**config.mk**
```make
export PLATFORM = sky130hd
export DESIGN_NAME = ads124x_emu
export DESIGN_NICKNAME = d
export VERILOG_FILES = /design/src/rtl/ads124x_emu_pkg.sv /design/src/rtl/ads124x_emu_spi_if.sv /design/src/rtl/ads124x_emu.sv
export SDC_FILE = /design/constraint.sdc
export NUM_CORES = 1
export LEC_CHECK = 0
export CORE_AREA = 3 3 176 196
export CTS_BUF_LIST = sky130_fd_sc_hd__clkbuf_4 sky130_fd_sc_hd__clkbuf_8
export CTS_CLUSTER_DIAMETER = 80
export DETAILED_ROUTE_END_ITERATION = 6
export DIE_AREA = 0 0 179 199
export DONT_BUFFER_PORTS = 1
export SLEW_MARGIN = 20
export SYNTH_ARGS = -nofsm -noshare
export SYNTH_HDL_FRONTEND = slang
export SYNTH_SLANG_ARGS = --single-unit
```
**constraint.sdc**
```tcl
create_clock -name aclk -period 5 [get_ports aclk]
set_clock_uncertainty 0.15 [all_clocks]
set_input_delay 0.75 -clock aclk [delete_from_list [all_inputs] [get_ports aclk]]
set_output_delay 0.75 -clock aclk [all_outputs]
set_load 0.01 [all_outputs]
```
**src/rtl/ads124x_emu_pkg.sv**
```systemverilog
// Shared constants and types for the ADS124x device emulator.
package ads124x_emu_pkg;

    // Smallest conversion period the timer supports.
    localparam int unsigned CONV_CYCLES_MIN = 4;

    // Command opcodes (single-byte commands ignore bit 0).
    localparam logic [7:0] OP_WAKEUP = 8'h00;
    localparam logic [7:0] OP_SLEEP  = 8'h02;
    localparam logic [7:0] OP_SYNC   = 8'h04;
    localparam logic [7:0] OP_RESET  = 8'h06;
    localparam logic [7:0] OP_RDATA  = 8'h12;
    localparam logic [7:0] OP_RDATAC = 8'h14;
    localparam logic [7:0] OP_SDATAC = 8'h16;
    localparam logic [7:0] OP_NOP    = 8'hFF;

    // Register access opcodes are matched on the upper nibble.
    localparam logic [3:0] OP_RREG = 4'h2;
    localparam logic [3:0] OP_WREG = 4'h4;

    // Power-on contents of the register file.
    localparam logic [7:0] REG_DEFAULTS [0:15] = '{
        8'h01, 8'h00, 8'h00, 8'h00, 8'h00, 8'h00, 8'h00, 8'h00,
        8'h00, 8'h00, 8'h00, 8'h00, 8'h00, 8'h00, 8'h00, 8'h00
    };

    // Command/transfer sequencer states.
    typedef enum logic [2:0] {
        ST_IDLE,
        ST_CMD,
        ST_ARG,
        ST_RREG_OUT,
        ST_WREG_IN,
        ST_DATA_OUT
    } emu_state_e;

    // True when a received byte is the given single-byte command.
    function automatic logic op_match(input logic [7:0] rx, input logic [7:0] op);
        return rx[7:1] == op[7:1];
    endfunction

endpackage

```
**src/rtl/ads124x_emu_spi_if.sv**
```systemverilog
// SPI mode-1 target pin interface: synchronizers, edge detection, rx byte
// assembly and a 24-bit tx shifter with parallel load.
module ads124x_emu_spi_if #(
    parameter int unsigned SYNC_STAGES = 2
) (
    input  logic        clk,
    input  logic        rst_n,
    input  logic        sclk,
    input  logic        cs_n,
    input  logic        din,
    input  logic        tx_load,
    input  logic [23:0] tx_data,
    input  logic        tx_clear,
    output logic        dout,
    output logic        cs_n_s,
    output logic        cs_fall_c,
    output logic        cs_rise_c,
    output logic        sclk_fall_c,
    output logic        rx_valid,
    output logic [7:0]  rx_byte
);

    localparam int unsigned MSB = SYNC_STAGES - 1;

    logic [MSB:0] sclk_q;
    logic [MSB:0] cs_q;
    logic [MSB:0] din_q;
    logic         sclk_d;
    logic         cs_d;
    logic         sclk_s;
    logic         din_s;
    logic         sclk_rise_c;
    logic [2:0]   bit_cnt;
    logic [6:0]   rx_sr;
    logic [23:0]  tx_sr;

    assign sclk_s      = sclk_q[MSB];
    assign din_s       = din_q[MSB];
    assign cs_n_s      = cs_q[MSB];
    assign sclk_rise_c = sclk_s & ~sclk_d & ~cs_n_s;
    assign sclk_fall_c = ~sclk_s & sclk_d & ~cs_n_s;
    assign cs_fall_c   = ~cs_n_s & cs_d;
    assign cs_rise_c   = cs_n_s & ~cs_d;

    // Bring the asynchronous pins into the aclk domain and keep last values for edges.
    always_ff @(posedge clk or negedge rst_n) begin
        if (!rst_n) begin
            sclk_q <= '0;
            cs_q   <= '1;
            din_q  <= '0;
            sclk_d <= 1'b0;
            cs_d   <= 1'b1;
        end else begin
            sclk_q <= {sclk_q[MSB-1:0], sclk};
            cs_q   <= {cs_q[MSB-1:0], cs_n};
            din_q  <= {din_q[MSB-1:0], din};
            sclk_d <= sclk_s;
            cs_d   <= cs_n_s;
        end
    end

    // Assemble din bits on sclk falling edges; strobe on the 8th bit of each byte.
    always_ff @(posedge clk or negedge rst_n) begin
        if (!rst_n) begin
            bit_cnt  <= '0;
            rx_sr    <= '0;
            rx_byte  <= '0;
            rx_valid <= 1'b0;
        end else begin
            rx_valid <= 1'b0;
            if (cs_n_s) begin
                bit_cnt <= '0;
            end else if (sclk_fall_c) begin
                rx_sr   <= {rx_sr[5:0], din_s};
                bit_cnt <= bit_cnt + 3'd1;
                if (bit_cnt == 3'd7) begin
                    rx_byte  <= {rx_sr, din_s};
                    rx_valid <= 1'b1;
                end
            end
        end
    end

    // Shift out MSB first on sclk rising edges; zeros follow once loaded data is gone.
    always_ff @(posedge clk or negedge rst_n) begin
        if (!rst_n) begin
            tx_sr <= '0;
            dout  <= 1'b0;
        end else if (tx_clear || cs_rise_c) begin
            tx_sr <= '0;
            dout  <= 1'b0;
        end else if (tx_load) begin
            tx_sr <= tx_data;
        end else if (sclk_rise_c) begin
            dout  <= tx_sr[23];
            tx_sr <= {tx_sr[22:0], 1'b0};
        end
    end

endmodule

```
**src/rtl/ads124x_emu.sv**
```systemverilog
// ADS124x device emulator top: command sequencer, register file and
// conversion timer feeding samples from an AXI4-Stream source.
module ads124x_emu
    import ads124x_emu_pkg::*;
#(
    parameter int unsigned CONV_CYCLES     = 1000,
    parameter int unsigned DIN_SYNC_STAGES = 2
) (
    input  logic        aclk,
    input  logic        aresetn,
    input  logic        sclk,
    input  logic        cs_n,
    input  logic        din,
    output logic        dout,
    output logic        dout_t,
    input  logic        start,
    input  logic        reset_n,
    output logic        drdy,
    input  logic [23:0] s_axis_tdata,
    input  logic        s_axis_tvalid,
    output logic        s_axis_tready
);

    localparam int unsigned CONV_EFF = (CONV_CYCLES < CONV_CYCLES_MIN) ? CONV_CYCLES_MIN : CONV_CYCLES;
    localparam int unsigned TIMER_W  = $clog2(CONV_EFF);
    localparam logic [TIMER_W-1:0] TIMER_RELOAD = TIMER_W'(CONV_EFF - 1);

    logic               cs_n_s;
    logic               cs_fall_c;
    logic               cs_rise_c;
    logic               sclk_fall_c;
    logic               rx_valid;
    logic [7:0]         rx_byte;
    logic               tx_load;
    logic [23:0]        tx_data;
    logic               tx_clear;

    logic [1:0]         reset_n_q;
    logic               reset_n_s;
    emu_state_e         state;
    logic               is_wreg;
    logic [3:0]         addr;
    logic [3:0]         cnt;
    logic [1:0]         data_cnt;
    logic               auto_rd;
    logic [1:0]         auto_cnt;
    logic               rd_first;
    logic               rdatac;
    logic [7:0]         regs [0:15];
    logic [23:0]        data_reg;
    logic [TIMER_W-1:0] timer;

    logic               cmd_byte_c;
    logic               cmd_reset_c;
    logic               soft_rst_c;
    logic               sync_c;
    logic               readout_fall_c;

    assign dout_t         = cs_n_s;
    assign reset_n_s      = reset_n_q[1];
    assign cmd_byte_c     = rx_valid && (state == ST_CMD);
    assign cmd_reset_c    = cmd_byte_c && op_match(rx_byte, OP_RESET);
    assign soft_rst_c     = !reset_n_s || cmd_reset_c;
    assign sync_c         = cmd_byte_c && !auto_rd && op_match(rx_byte, OP_SYNC);
    assign readout_fall_c = sclk_fall_c && rd_first;

    ads124x_emu_spi_if #(
        .SYNC_STAGES (DIN_SYNC_STAGES)
    ) u_spi_if (
        .clk         (aclk),
        .rst_n       (aresetn),
        .sclk        (sclk),
        .cs_n        (cs_n),
        .din         (din),
        .tx_load     (tx_load),
        .tx_data     (tx_data),
        .tx_clear    (tx_clear),
        .dout        (dout),
        .cs_n_s      (cs_n_s),
        .cs_fall_c   (cs_fall_c),
        .cs_rise_c   (cs_rise_c),
        .sclk_fall_c (sclk_fall_c),
        .rx_valid    (rx_valid),
        .rx_byte     (rx_byte)
    );

    // Two-flop synchronizer for the device RESET pin.
    always_ff @(posedge aclk or negedge aresetn) begin
        if (!aresetn) begin
            reset_n_q <= 2'b11;
        end else begin
            reset_n_q <= {reset_n_q[0], reset_n};
        end
    end

    // Command sequencer and register file.
    always_ff @(posedge aclk or negedge aresetn) begin
        if (!aresetn) begin
            state    <= ST_IDLE;
            is_wreg  <= 1'b0;
            addr     <= '0;
            cnt      <= '0;
            data_cnt <= '0;
            auto_rd  <= 1'b0;
            auto_cnt <= '0;
            rd_first <= 1'b0;
            rdatac   <= 1'b1;
            tx_load  <= 1'b0;
            tx_data  <= '0;
            tx_clear <= 1'b0;
            for (int i = 0; i < 16; i++) regs[i] <= REG_DEFAULTS[i];
        end else if (soft_rst_c) begin
            // Device reset ignores the rest of a pin-reset transaction; a RESET command keeps decoding.
            state    <= reset_n_s ? ST_CMD : ST_IDLE;
            auto_rd  <= 1'b0;
            rd_first <= 1'b0;
            rdatac   <= 1'b1;
            tx_load  <= 1'b0;
            tx_clear <= 1'b1;
            for (int i = 0; i < 16; i++) regs[i] <= REG_DEFAULTS[i];
        end else begin
            tx_load  <= 1'b0;
            tx_clear <= 1'b0;
            if (cs_rise_c) begin
                state    <= ST_IDLE;
                auto_rd  <= 1'b0;
                rd_first <= 1'b0;
            end else begin
                if (readout_fall_c) rd_first <= 1'b0;
                case (state)
                    ST_IDLE: begin
                        if (cs_fall_c) begin
                            state <= ST_CMD;
                            if (rdatac && !drdy) begin
                                tx_load  <= 1'b1;
                                tx_data  <= data_reg;
                                auto_rd  <= 1'b1;
                                auto_cnt <= 2'd2;
                                rd_first <= 1'b1;
                            end
                        end
                    end
                    ST_CMD: begin
                        if (rx_valid) begin
                            if (auto_rd) begin
                                if (auto_cnt == 2'd0) auto_rd <= 1'b0;
                                else auto_cnt <= auto_cnt - 2'd1;
                                if (op_match(rx_byte, OP_SDATAC)) rdatac <= 1'b0;
                            end else if (op_match(rx_byte, OP_RDATA)) begin
                                state    <= ST_DATA_OUT;
                                tx_load  <= 1'b1;
                                tx_data  <= data_reg;
                                data_cnt <= 2'd2;
                                rd_first <= 1'b1;
                            end else if (op_match(rx_byte, OP_RDATAC)) begin
                                rdatac <= 1'b1;
                            end else if (op_match(rx_byte, OP_SDATAC)) begin
                                rdatac <= 1'b0;
                            end else if (rx_byte[7:4] == OP_RREG || rx_byte[7:4] == OP_WREG) begin
                                state   <= ST_ARG;
                                is_wreg <= (rx_byte[7:4] == OP_WREG);
                                addr    <= rx_byte[3:0];
                            end else if (op_match(rx_byte, OP_WAKEUP) || op_match(rx_byte, OP_SLEEP) ||
                                         rx_byte == OP_NOP) begin
                                state <= ST_CMD;
                            end
                        end
                    end
                    ST_ARG: begin
                        if (rx_valid) begin
                            cnt <= rx_byte[3:0];
                            if (is_wreg) begin
                                state <= ST_WREG_IN;
                            end else begin
                                state   <= ST_RREG_OUT;
                                tx_load <= 1'b1;
                                tx_data <= {regs[addr], 16'h0000};
                            end
                        end
                    end
                    ST_RREG_OUT: begin
                        if (rx_valid) begin
                            if (cnt == 4'd0) begin
                                state <= ST_CMD;
                            end else begin
                                cnt     <= cnt - 4'd1;
                                addr    <= addr + 4'd1;
                                tx_load <= 1'b1;
                                tx_data <= {regs[4'(addr + 4'd1)], 16'h0000};
                            end
                        end
                    end
                    ST_WREG_IN: begin
                        if (rx_valid) begin
                            regs[addr] <= rx_byte;
                            addr       <= addr + 4'd1;
                            if (cnt == 4'd0) state <= ST_CMD;
                            else cnt <= cnt - 4'd1;
                        end
                    end
                    ST_DATA_OUT: begin
                        if (rx_valid) begin
                            if (data_cnt == 2'd0) state <= ST_CMD;
                            else data_cnt <= data_cnt - 2'd1;
                        end
                    end
                    default: state <= ST_IDLE;
                endcase
            end
        end
    end

    // Conversion timer, sample capture and DRDY generation.
    always_ff @(posedge aclk or negedge aresetn) begin
        if (!aresetn) begin
            timer         <= TIMER_RELOAD;
            drdy          <= 1'b1;
            data_reg      <= '0;
            s_axis_tready <= 1'b0;
        end else if (soft_rst_c) begin
            timer         <= TIMER_RELOAD;
            drdy          <= 1'b1;
            data_reg      <= '0;
            s_axis_tready <= 1'b0;
        end else begin
            s_axis_tready <= 1'b0;
            if (readout_fall_c) drdy <= 1'b1;
            if (sync_c || !start) begin
                timer <= TIMER_RELOAD;
            end else if (timer == '0) begin
                if (s_axis_tvalid) begin
                    data_reg      <= s_axis_tdata;
                    s_axis_tready <= 1'b1;
                end
                drdy  <= 1'b0;
                timer <= TIMER_RELOAD;
            end else begin
                if (timer == TIMER_W'(1)) drdy <= 1'b1;
                timer <= timer - TIMER_W'(1);
            end
        end
    end

endmodule
```
# Word-level counts from Yosys, hierarchy flattened
# Index checks and enable logic that the tools add are counted.
dict set report totals {
  elab_cells 307
  output_inout_bits 4
  reg_bits 263
  in_bits 32
}
dict set report classes {
  order_cmp 3
  n_reduce_logical 52
  eq_ne 52
  add_sub_neg 6
  n_mux 132
  n_bitwise 18
}
# cell n
set ops {}
lappend ops {{128-bit two-way mux} 4}
lappend ops {{24-bit two-way mux} 16}
lappend ops {{128-bit bitwise mux} 1}
lappend ops {{24-bit case mux with 4 select lines} 1}
lappend ops {{8-bit binary-select mux with 4-bit select} 2}
lappend ops {{3-bit two-way mux} 18}
lappend ops {{1-bit two-way mux} 51}
lappend ops {{4-bit two-way mux} 12}
lappend ops {{8-bit two-way mux} 5}
lappend ops {{8-bit demux with 4-bit select} 1}
lappend ops {{10-bit two-way mux} 3}
lappend ops {{2-bit inequality test, second input constant} 14}
lappend ops {{12-bit AND reduction} 2}
lappend ops {{7-bit by 4-bit equality test with 1-bit output, second input constant} 3}
lappend ops {{2-bit two-way mux} 10}
lappend ops {{2-bit nonzero test} 10}
lappend ops {{2-bit by 1-bit inequality test with 1-bit output, second input constant} 9}
lappend ops {{4-bit by 3-bit inequality test with 1-bit output, second input constant} 4}
lappend ops {{8-bit AND reduction} 2}
lappend ops {{3-bit case mux with 5 select lines} 1}
lappend ops {{7-bit by 2-bit equality test with 1-bit output, second input constant} 2}
lappend ops {{4-bit by 2-bit inequality test with 1-bit output, second input constant} 3}
lappend ops {{4-bit case mux with 3 select lines} 1}
lappend ops {{11-bit AND reduction} 1}
lappend ops {{other kinds (43)} 87}

# Logic depth before layout (Yosys ltp)
# Gate-level depths: netlist of the first run.
dict set report logic_depth {
  depth_word 13
  ltp_mapped 11
  ltp_nobuf 8
}

# Modules after synthesis
# Synthesis of the first run repeated with hierarchy kept, for this count alone.
dict set report hier_totals {
  hier_cells 1378
  hier_area_um2 13843.3
}
# module instances cells_per_inst seq_area_each_um2 area_each_um2
set by_module_without_submodules {}
lappend by_module_without_submodules {ads124x_emu 1 1206 5296.3 11417.2}
lappend by_module_without_submodules {ads124x_emu_spi_if 1 172 1305.0 2426.1}

# Least setup slack after synthesis of the first run
# No wires, ideal clock.
dict set report synth_path {
  kind {reg2reg}
  from {register addr[1]}
  to {register tx_data[22]}
  required_ns 4.723
  path_slack_ns 1.858
  path_buffers 5
  setup_ns 0.127
  path_stages_with_launch 12
  arrival_time_ns 2.865
  period_less_slack_ns 3.142
  cell_sequence {dfrtp_1 buf_1 clkbuf_1 buf_1 inv_1 ha_1 nor2b_1 buf_1 clkbuf_1 nand3_1 a41oi_1 o41ai_2}
}
dict set report synth_via {
  elab_chain_len 8
  elab_cells_between_ends 14
  cone_classes {1 x add/sub; 11 x mux; 2 x bitwise}
}
# element line_no
set synth_lines {}
lappend synth_lines {{start: declaration} ads124x_emu.sv:42} ;# logic [3:0] addr;
lappend synth_lines {{start signal: assignment} ads124x_emu.sv:162} ;# addr <= rx_byte[3:0];
lappend synth_lines {{start signal: assignment} ads124x_emu.sv:187} ;# addr <= addr + 4'd1;
lappend synth_lines {{start signal: assignment} ads124x_emu.sv:196} ;# addr <= addr + 4'd1;
lappend synth_lines {{4-bit by 1-bit adder with 4-bit output} ads124x_emu.sv:189} ;# tx_data <= {regs[4'(addr + 4'd1)], 16'h0000};
lappend synth_lines {{4-bit inverter with 5-bit output (implied by the code)} ads124x_emu.sv:189}
lappend synth_lines {{8-bit binary-select mux with 4-bit select} ads124x_emu.sv:189}
lappend synth_lines {{8-bit two-way mux (implied by the code) (2 in series)} ads124x_emu.sv:189}
lappend synth_lines {{24-bit two-way mux} ads124x_emu.sv:183} ;# if (cnt == 4'd0) begin
lappend synth_lines {{24-bit two-way mux} ads124x_emu.sv:182} ;# if (rx_valid) begin
lappend synth_lines {{24-bit case mux with 4 select lines (*)} ads124x_emu.sv:130} ;# case (state)
lappend synth_lines {{end signal: assignment} ads124x_emu.sv:136} ;# tx_data <= data_reg;
lappend synth_lines {{end signal: assignment} ads124x_emu.sv:177} ;# tx_data <= {regs[addr], 16'h0000};
lappend synth_lines {{end signal: assignment} ads124x_emu.sv:189}
lappend synth_lines {{end: declaration} ads124x_emu.sv:35} ;# logic [23:0] tx_data;
# Every way passes the cells marked *; elsewhere a longest branch is shown, timed or not. The select of a mux whose other input is x is not followed.
# A chain may end at the register's enable or synchronous reset.

# Worst setup path after layout of the first run
dict set report layout_path {
  from {register addr[1]}
  to {register tx_data[20]}
}
# Same word-level chain as after synthesis.

==> impl_metrics.env, run 1 <==
export IMPL_status="finished, violations left"
export IMPL_failed_checks="hold timing"
export IMPL_synth_seq_cells=263
export IMPL_worst_setup_path_start_kind="register"
export IMPL_cp_top_family="flip-flops"
export IMPL_p_per_area_nw_per_um2=323
export IMPL_cts_max_path_buffers=3
export IMPL_holdWs_ns=-0.281
export IMPL_slowest_delay_ns=0.90
export IMPL_syn_num_nets=1329
export IMPL_ys_types=65
export IMPL_use_met3_pct=3.67
export IMPL_drc=0
export IMPL_global_route_usage_met2_pct=32.7
export IMPL_cts_sinks=263
export IMPL_io_pins=36
export IMPL_cts_tree="built"
export IMPL_ctsHtreeMaxLevel=2
export IMPL_firstDrtPassIters=5
export IMPL_grt_use_met1_pct=31.1
export IMPL_grt_usage_pct=22.1
export IMPL_syn_instance_count=1284
export IMPL_synth_top_area_share_pct=47.6
export IMPL_design_area_um2=14500
export IMPL_grt_overflow=0
export IMPL_finalWorstSetupSlack_ns=1.59
export IMPL_syn_to_final_growth_pct=11.4
export IMPL_cp_cell_sequence="ha_1 -> xor2_4 -> buf_4 -> nand2_1 -> nand3_1 -> a41oi_1 -> o41ai_2"
export IMPL_detail_route_wirelength_um=39000
export IMPL_vdd_ir_drop_max_uv=185
export IMPL_ys_warn_count=0
export IMPL_async_reset_ff_share_pct=100
export IMPL_cpMaxStageDelayCell="dfrtp_2"
export IMPL_synth_commonest_cells="dfrtp_1, nand2_1, o2bb2ai_1"
export IMPL_ant_nets=0
export IMPL_required_ns=5.31
export IMPL_ctsHoldBuffers=4
export IMPL_setup_viol=0
export IMPL_rows=70
export IMPL_diodes=0
export IMPL_portBuffers=0
export IMPL_regMostFlops="regs"
export IMPL_fmax_mhz=293
export IMPL_worstMarginPinSlew_ns=1.08
export IMPL_p_leak_nw=5.90
export IMPL_largest_reg_flops=128
export IMPL_dpl_hpwl_um=26300
export IMPL_maxSlewHeadroom_pct=28.0
export IMPL_synth_seq_area_share_pct=50.8
export IMPL_clock_latency_ns=0.59
export IMPL_netlist_area_um2=13000
export IMPL_core_area_um2=32800
export IMPL_drive_above_1_share_pct=13.0
export IMPL_hold_viol=247
export IMPL_critical_path_arrival_ns=3.73
export IMPL_synth_top_flop_cell="dfrtp_1"
export IMPL_clkTransAtPathRegs_ns=0.06
export IMPL_numCtsBuffers=45
export IMPL_final_min_clock_period_ns=3.41
export IMPL_hold_class="in2async"
export IMPL_synth_area_per_cell_um2=10.1
export IMPL_antenna_found_initial=0
export IMPL_crit_path_end_kind="register"
export IMPL_post_cts_buffers=0
export IMPL_start_util_pct=39.6
export IMPL_place_congestion=0.967
export IMPL_die_width_um=179
export IMPL_rsz0062_at_grt="no"
export IMPL_die_area_um2=35600
export IMPL_finalSetupTns_ns=0
export IMPL_dieHeight_um=199
export IMPL_grt_pass1_wl_um=60400
export IMPL_finalNetCount=1313
export IMPL_place_area_um2=13400
export IMPL_top_usage_layer="met2"
export IMPL_synth_largest_area_cell="dfrtp_1"
export IMPL_drv_cap=0
export IMPL_dr_total_vias=10400
export IMPL_cp_buffers_inverters=1
export IMPL_synthMostInstantiatedCell="dfrtp_1"
export IMPL_synthTopCellsByArea="dfrtp_1, o2bb2ai_1, nand2_1"
export IMPL_fin_crit_sh_pct=68.3
export IMPL_pre_cts_slack_ns=1.64
export IMPL_crit_fanout=34
export IMPL_viasPerCell=6.01
export IMPL_synth_edf_count=0
export IMPL_grt_pass1_vias=10100
export IMPL_cts_resized=0
export IMPL_report_final_slew_viol_count=0
export IMPL_worstSetupPathType="reg2reg"
export IMPL_cts_root_buf="clkbuf_8"
export IMPL_grt_max_degree=264
export IMPL_drt_initial_drc_count=1245
export IMPL_wl_per_cell_um=22.5
-- logic make-up after synthesis --
group                    synth area share [%]
AO/OA/AOI/OAI                            22.2
XOR/XNOR                                0.809
adder cells (fa/ha/maj)                  1.25
buffers and inverters                    3.82
flip-flops                               50.8
multiplexers                             5.45
AND/OR/NAND/NOR                          15.7
-- area by class of cell --
type / count / area [µm²]
multi-input cells: 893 / 5950
clock inverters: 10 / 140
fillers: 3127 / 18400
inverters: 43 / 161
well taps: 432 / 541
repair buffers: 22 / 175
clock buffers: 73 / 911
flip-flops and latches: 263 / 6600
-- metrics by stage --
step / instances / hold slack (ns) / total power [W] / util, %
2_1_floorplan: 1284 / 0.181 / 0.00242 / -
3_3_place_gp: 1649 / 0.183 / 0.00248 / 40.7
3_5_place_dp: 1649 / 0.186 / 0.00249 / 40.7
4_1_cts: 1736 / -0.327 / 0.00472 / 44.1
5_1_grt: 1736 / -0.319 / 0.00485 / 44.1
6_report: 1736 / -0.281 / 0.00467 / 44.1
-- final timing paths --
path / startpoint / endpoint / slack, ns / cells after the start
worst max-delay path: addr[1] / tx_data[20] / 1.59 / 7
worst min-delay path: aresetn / data_reg[10] / -0.28 / 0
worst max register to register: addr[1] / tx_data[20] / 1.59 / 7
worst min register to register: u_spi_if.din_q[0] / u_spi_if.din_q[1] / 0.20 / 0
min in group aclk: s_axis_tdata[5] / data_reg[5] / 0.16 / 1
max in group asynchronous: aresetn / data_reg[16] / 4.20 / 0
-- routing by layer --
| layer | wire [µm] | share of wire [%] | vias to the layer above |
|---|---|---|---|
| li1 | - | - | 4720 |
| met1 | 17100 | 44 | 5162 |
| met2 | 17300 | 44 | 441 |
| met3 | 2490 | 6.4 | 113 |
| met4 | 2120 | 5.4 | 0 |
| met5 | 0 | 0 | - |
-- cell usage in the layout (no fill, tap or decap), types with 10 or more instances in the layout --
cell,instances
dfrtp_1,246
nand2_1,243
o2bb2ai_1,127
nand3_1,77
clkbuf_8,58
nor2_1,44
inv_1,42
nor2b_1,37
o21ai_0,37
a21oi_1,34
a22o_1,24
a221oi_1,22
a211oi_1,20
mux2i_1,19
buf_4,18
a41oi_1,17
o21ai_1,16
mux4_2,16
dfstp_2,16
nor3_1,15
clkbuf_4,15
mux2_2,14
ha_1,13
o41ai_1,10
-- power breakdown --
group	switching, W	internal, W	total, W
Clock	0.000896	0.00132	0.00221
Sequential	0.0000299	0.00217	0.00220
Combinational	0.000169	0.0000898	0.000259
(Power assumes the default switching activity.)
==> run 2: changes to the inputs <==
clock period = 3.5 ns   (was 5 ns; I/O delays follow)
==> run 2 against run 1 <==
Compared with the run above:
- the run still ends with hold timing left
- largest cell class unchanged
- critical path type unchanged
- final area grew 2.2%
- clock-buffer cell count shrank 3
- critical endpoint is now tx_data[17]
- combinational power grew 44%
- register-to-register slack lost 1.1 ns
- worst hold slack lost 0.23 ns
==> impl_metrics.env, run 2 (same netlist as run 1, synthesis figures left out) <==
export IMPL_clkTransAtPathRegs_ns=0.06
export IMPL_cts_sinks=263
export IMPL_crit_cells=8
export IMPL_final_common_cell="dfrtp_1"
export IMPL_finalSetupTns_ns=0
export IMPL_crit_fanout=14
export IMPL_cpMostUsedCell="buf_4"
export IMPL_worst_setup_path_start_kind="register"
export IMPL_reg2reg_from="addr[1]"
export IMPL_switchingPower_w=0.00158
export IMPL_reg2reg_slack_ns=0.46
export IMPL_r2r_cells=8
export IMPL_worstSetupPathType="reg2reg"
export IMPL_pre_cts_slack_ns=0.502
export IMPL_dpl_hpwl_um=25400
export IMPL_maxSlewHeadroom_pct=26.9
export IMPL_hold_class="in2async"
export IMPL_report_final_slew_viol_count=0
export IMPL_finalWorstSetupSlack_ns=0.460
export IMPL_fmax_mhz=329
export IMPL_rows=70
export IMPL_cp_cell_sequence="buf_4 -> mux2i_1 -> nor2_1 -> a2111oi_0 -> buf_4 -> o41ai_1 -> o21ai_0 -> o41ai_2"
export IMPL_p_seq_share_pct=49.0
export IMPL_cts_resized=0
export IMPL_ctsHoldBuffers=28
export IMPL_grt_max_degree=264
export IMPL_reg2reg_to="tx_data[17]"
export IMPL_dieHeight_um=199
export IMPL_dr_total_vias=10500
export IMPL_grt_pass1_vias=10300
export IMPL_vdd_ir_drop_max_uv=205
export IMPL_cts_tree="built"
export IMPL_cts_max_path_buffers=3
export IMPL_drt_initial_drc_count=933
export IMPL_critical_path_arrival_ns=3.33
export IMPL_final_min_clock_period_ns=3.04
export IMPL_clkPwrFrac_pct=45.2
export IMPL_cp_startpoint="addr[1]"
export IMPL_grt_usage_pct=21.3
export IMPL_wl_per_cell_um=21.3
export IMPL_dp_cells=1671
export IMPL_syn_to_final_growth_pct=13.9
export IMPL_holdWs_ns=-0.513
export IMPL_finalNetCount=1358
export IMPL_detail_route_wirelength_um=37800
export IMPL_drc=0
export IMPL_required_ns=3.79
export IMPL_diodes=0
export IMPL_p_total_w=0.00645
export IMPL_power_frac_comb_pct=5.8
export IMPL_firstDrtPassIters=5
export IMPL_io_pins=36
export IMPL_numCtsBuffers=44
export IMPL_grt_overflow=0
export IMPL_crit_path_end_kind="register"
export IMPL_place_congestion=0.926
export IMPL_cts_root_buf="clkbuf_8"
export IMPL_die_width_um=179
export IMPL_start_util_pct=39.6
export IMPL_core_area_um2=32800
export IMPL_grt_pass1_wl_um=59700
export IMPL_setup_viol=0
export IMPL_viasPerCell=5.90
export IMPL_fin_crit_sh_pct=86.9
export IMPL_mostFrequentLayoutCells="dfrtp_1, nand2_1, o2bb2ai_1, nand3_1, clkbuf_8"
export IMPL_post_cts_buffers=0
export IMPL_p_leak_nw=6.07
export IMPL_antenna_found_initial=0
export IMPL_die_area_um2=35600
export IMPL_failed_checks="hold timing"
export IMPL_worstMarginPinSlew_ns=1.10
export IMPL_ctsHtreeMaxLevel=2
export IMPL_largest_reg_flops=128
export IMPL_drv_cap=0
export IMPL_p_per_area_nw_per_um2=436
export IMPL_slowest_delay_ns=0.81
export IMPL_clock_latency_ns=0.59
export IMPL_portBuffers=0
export IMPL_regMostFlops="regs"
export IMPL_cp_buffers_inverters=2
export IMPL_hold_viol=263
export IMPL_cpMaxStageDelayCell="a2111oi_0"
export IMPL_rsz0062_at_grt="no"
export IMPL_p_int_w=0.00487
export IMPL_cp_top_family="compound AO/OA/AOI/OAI gates"
export IMPL_p_sw_share_pct=24.5
export IMPL_final_cells=1778
export IMPL_ant_nets=0
export IMPL_drive_above_1_share_pct=13.8
export IMPL_status="finished, violations left"
## run 2: area by class of cell
class                   count  area (µm²)
fillers                  3103       18000
flip-flops and latches    263        6600
multi-input cells         893        5940
clock buffers              70         895
repair buffers             68         606
well taps                 432         541
inverters                  43         161
clock inverters             9        60.1
## run 2: worst max path at each step
stage / end / slack (ns)
6_report: tx_data[17] / 0.46
3_5_place_dp: data_reg[15] / 0.50
4_1_cts: data_reg[20] / 0.48
3_3_place_gp: data_reg[21] / 0.56
5_1_grt: data_reg[20] / 0.29
2_1_floorplan: tx_data[22] / 0.36
## run 2: through the flow
stage | hold WS (ns) | utilization [%] | cell area [µm²]
final | -0.513 | 45.1 | 14800
after global routing | -0.547 | 45.1 | 14800
after CTS | -0.562 | 45.1 | 14800
after detailed placement | 0.0828 | 41.3 | 13600
after global placement | 0.0842 | 41.3 | 13600
after floorplan | 0.0794 | - | 13000
## run 2: power groups by stage
stage          logic (W)  registers (W)  clock network, W
2_1_floorplan   0.000275        0.00318                 0
3_3_place_gp    0.000334        0.00321                 0
3_5_place_dp    0.000341        0.00321                 0
4_1_cts         0.000368        0.00316           0.00300
5_1_grt         0.000406        0.00317           0.00314
6_report        0.000372        0.00316           0.00292
## run 2: metal layers
layer	wire (µm)	part of all wire, %	track usage [%]
met1	16900	45	29.9
met4	1360	3.6	8.20
met3	2060	5.4	3.00
met2	17500	46	33.6
met5	0	0	0
==> run 3: changes to the inputs <==
ABC_AREA = 1   (was not set)
CORE_AREA = 3 3 167 185   (was 3 3 176 196)
DIE_AREA = 0 0 170 188   (was 0 0 179 199)
==> run 3 against run 2 <==
Compared with the run above:
- final cell count up 40%
- clock power grew 11%
- first-iteration DRC count grew 37%
- synthesized cell count grew 61%
- the flow still finishes with violations (hold timing)
- wire length grew 17%
==> impl_metrics.env, run 3 <==
export IMPL_reg2reg_to="regs[10]"
export IMPL_reg2reg_from="addr[0]"
export IMPL_synth_seq_area_share_pct=45.5
export IMPL_dpl_hpwl_um=28700
export IMPL_final_common_cell="nand2_1"
export IMPL_ys_warn_count=0
export IMPL_synth_seq_cells=263
export IMPL_mostFrequentLayoutCells="nand2_1, nand3_1, dfrtp_1, inv_1, o21ai_0"
export IMPL_grt_overflow=0
export IMPL_worstMarginPinSlew_ns=1.07
export IMPL_final_cells=2498
export IMPL_diodes=0
export IMPL_regMostFlops="regs"
export IMPL_rows=66
export IMPL_cts_resized=0
export IMPL_p_total_w=0.00697
export IMPL_status="finished, violations left"
export IMPL_synth_area_per_cell_um2=7.01
export IMPL_holdWs_ns=-0.527
export IMPL_synthMostInstantiatedCell="nand2_1"
export IMPL_r2r_cells=8
export IMPL_netlist_area_um2=14500
export IMPL_setup_viol=0
export IMPL_syn_to_final_growth_pct=11.9
export IMPL_synth_top_family_by_area="simple AND/OR/NAND/NOR gates"
export IMPL_portBuffers=0
export IMPL_rsz0062_at_grt="no"
export IMPL_ctsHtreeMaxLevel=2
export IMPL_critical_path_arrival_ns=3.34
export IMPL_yosys_area_share_adder_pct=1.12
export IMPL_drt_initial_drc_count=1282
export IMPL_drc=0
export IMPL_ys_types=39
export IMPL_wl_met1_um=20500
export IMPL_grt_pass1_wl_um=71200
export IMPL_crit_path_end_kind="register"
export IMPL_die_width_um=170
export IMPL_wl_per_cell_um=17.7
export IMPL_grt_max_degree=264
export IMPL_synth_commonest_cells="nand2_1, nand3_1, dfrtp_1"
export IMPL_place_congestion=0.968
export IMPL_fin_crit_sh_pct=84.3
export IMPL_finalWorstSetupSlack_ns=0.550
export IMPL_largest_reg_flops=128
export IMPL_io_pins=36
export IMPL_final_util_pct=55.2
export IMPL_fmax_mhz=339
export IMPL_synth_edf_count=0
export IMPL_wl_met2_um=19900
export IMPL_numCtsBuffers=47
export IMPL_synth_top_flop_cell="dfrtp_1"
export IMPL_report_final_slew_viol_count=0
export IMPL_cts_sinks=263
export IMPL_synth_compound_area_share_pct=6.99
export IMPL_clkTransAtPathRegs_ns=0.07
export IMPL_drv_cap=0
export IMPL_hold_viol=263
export IMPL_synth_xor_area_share_pct=0.362
export IMPL_vdd_ir_drop_max_uv=492
export IMPL_p_leak_nw=8.69
export IMPL_detail_route_wirelength_um=44300
export IMPL_grt_pass1_vias=12800
export IMPL_pre_cts_slack_ns=0.701
export IMPL_syn_num_nets=2114
export IMPL_post_cts_buffers=0
export IMPL_clock_latency_ns=0.61
export IMPL_hold_class="in2async"
export IMPL_reg2reg_slack_ns=0.55
export IMPL_p_per_area_nw_per_um2=429
export IMPL_finalNetCount=2133
export IMPL_drive_above_1_share_pct=8.00
export IMPL_worst_setup_path_start_kind="register"
export IMPL_finalSetupTns_ns=0
export IMPL_antenna_found_initial=0
export IMPL_syn_instance_count=2069
export IMPL_dieHeight_um=188
export IMPL_cts_tree="built"
export IMPL_grt_usage_pct=28.0
export IMPL_synthMuxAreaShare_pct=0
export IMPL_failed_checks="hold timing"
export IMPL_synthTopCellsByArea="dfrtp_1, nand2_1, nand3_1"
export IMPL_cts_max_path_buffers=3
export IMPL_wl_met3_um=2720
export IMPL_worstSetupPathType="reg2reg"
export IMPL_dp_cells=2385
export IMPL_core_area_um2=29400
export IMPL_firstDrtPassIters=5
export IMPL_top_layer="met4"
export IMPL_start_util_pct=49.4
export IMPL_synth_largest_area_cell="dfrtp_1"
export IMPL_final_min_clock_period_ns=2.95
export IMPL_ant_nets=0
export IMPL_cts_root_buf="clkbuf_8"
export IMPL_ctsHoldBuffers=28
export IMPL_die_area_um2=32000
export IMPL_viasPerCell=5.39
export IMPL_maxSlewHeadroom_pct=28.5
export IMPL_crit_fanout=121
export IMPL_required_ns=3.89
export IMPL_dr_total_vias=13500
export IMPL_synth_simple_area_share_pct=37.0
export IMPL_synth_top_area_share_pct=42.6
export IMPL_async_reset_ff_share_pct=100
==> run 3: power by group <==
group	internal (W)	switching, W
clock	0.00188	0.00136
combinational	0.000180	0.000366
sequential	0.00313	0.0000550
total	0.00519	0.00179
==> run 3: cells by family (layout without fill, tap and decap cells) <==
family	Yosys count	in the layout
AND/OR/NAND/NOR	1295	1295
adder cells (fa/ha/maj)	13	13
XOR/XNOR	6	6
AO/OA/AOI/OAI	164	164
buffers and inverters	328	383
flip-flops	263	263
==> run 3: per-stage QoR <==
stage	area, µm²	hold WS, ns
floorplan	14500	0.0794
global placement	14900	0.0902
detailed placement	14900	0.0894
CTS	16200	-0.570
global route	16200	-0.561
finish	16200	-0.527
==> run 3: metal layers <==
metal / vias up / global-route usage, %
met2: 443 / 42.9
met4: 0 / 8.52
met5: - / 0
met1: 6346 / 41.2
li1: 6581 / -
met3: 92 / 4.28
==> run 3: area by class of cell <==
class / count / area [µm²]
Inverter: 231 / 870
Clock inverter: 8 / 91.3
Multi-Input combinational cell: 1478 / 6600
Tap cell: 374 / 468
Fill cell: 2914 / 13200
Clock buffer: 77 / 991
Sequential cell: 263 / 6610
Timing Repair Buffer: 67 / 611
==> run 3: worst max-delay path, cell delays in order, from the launching register on <==
cell	delay [ns]
dfrtp_4	0.66
clkinv_2	0.15
buf_12	0.23
ha_1	0.31
inv_1	0.27
nor2_1	0.15
o211ai_1	0.63
nand2_1	0.11
nand2_1	0.09
==> run 3: worst max path at each step <==
stage               depth (start not counted)          end  slack, ns    start
floorplan                                  15  tx_data[20]       0.87  addr[0]
global placement                            8     regs[43]       0.71  addr[0]
detailed placement                          8    regs[107]       0.70  addr[0]
CTS                                         8    regs[104]       0.70  addr[0]
global route                                8     regs[42]       0.48  addr[0]
finish                                      8     regs[10]       0.55  addr[0]
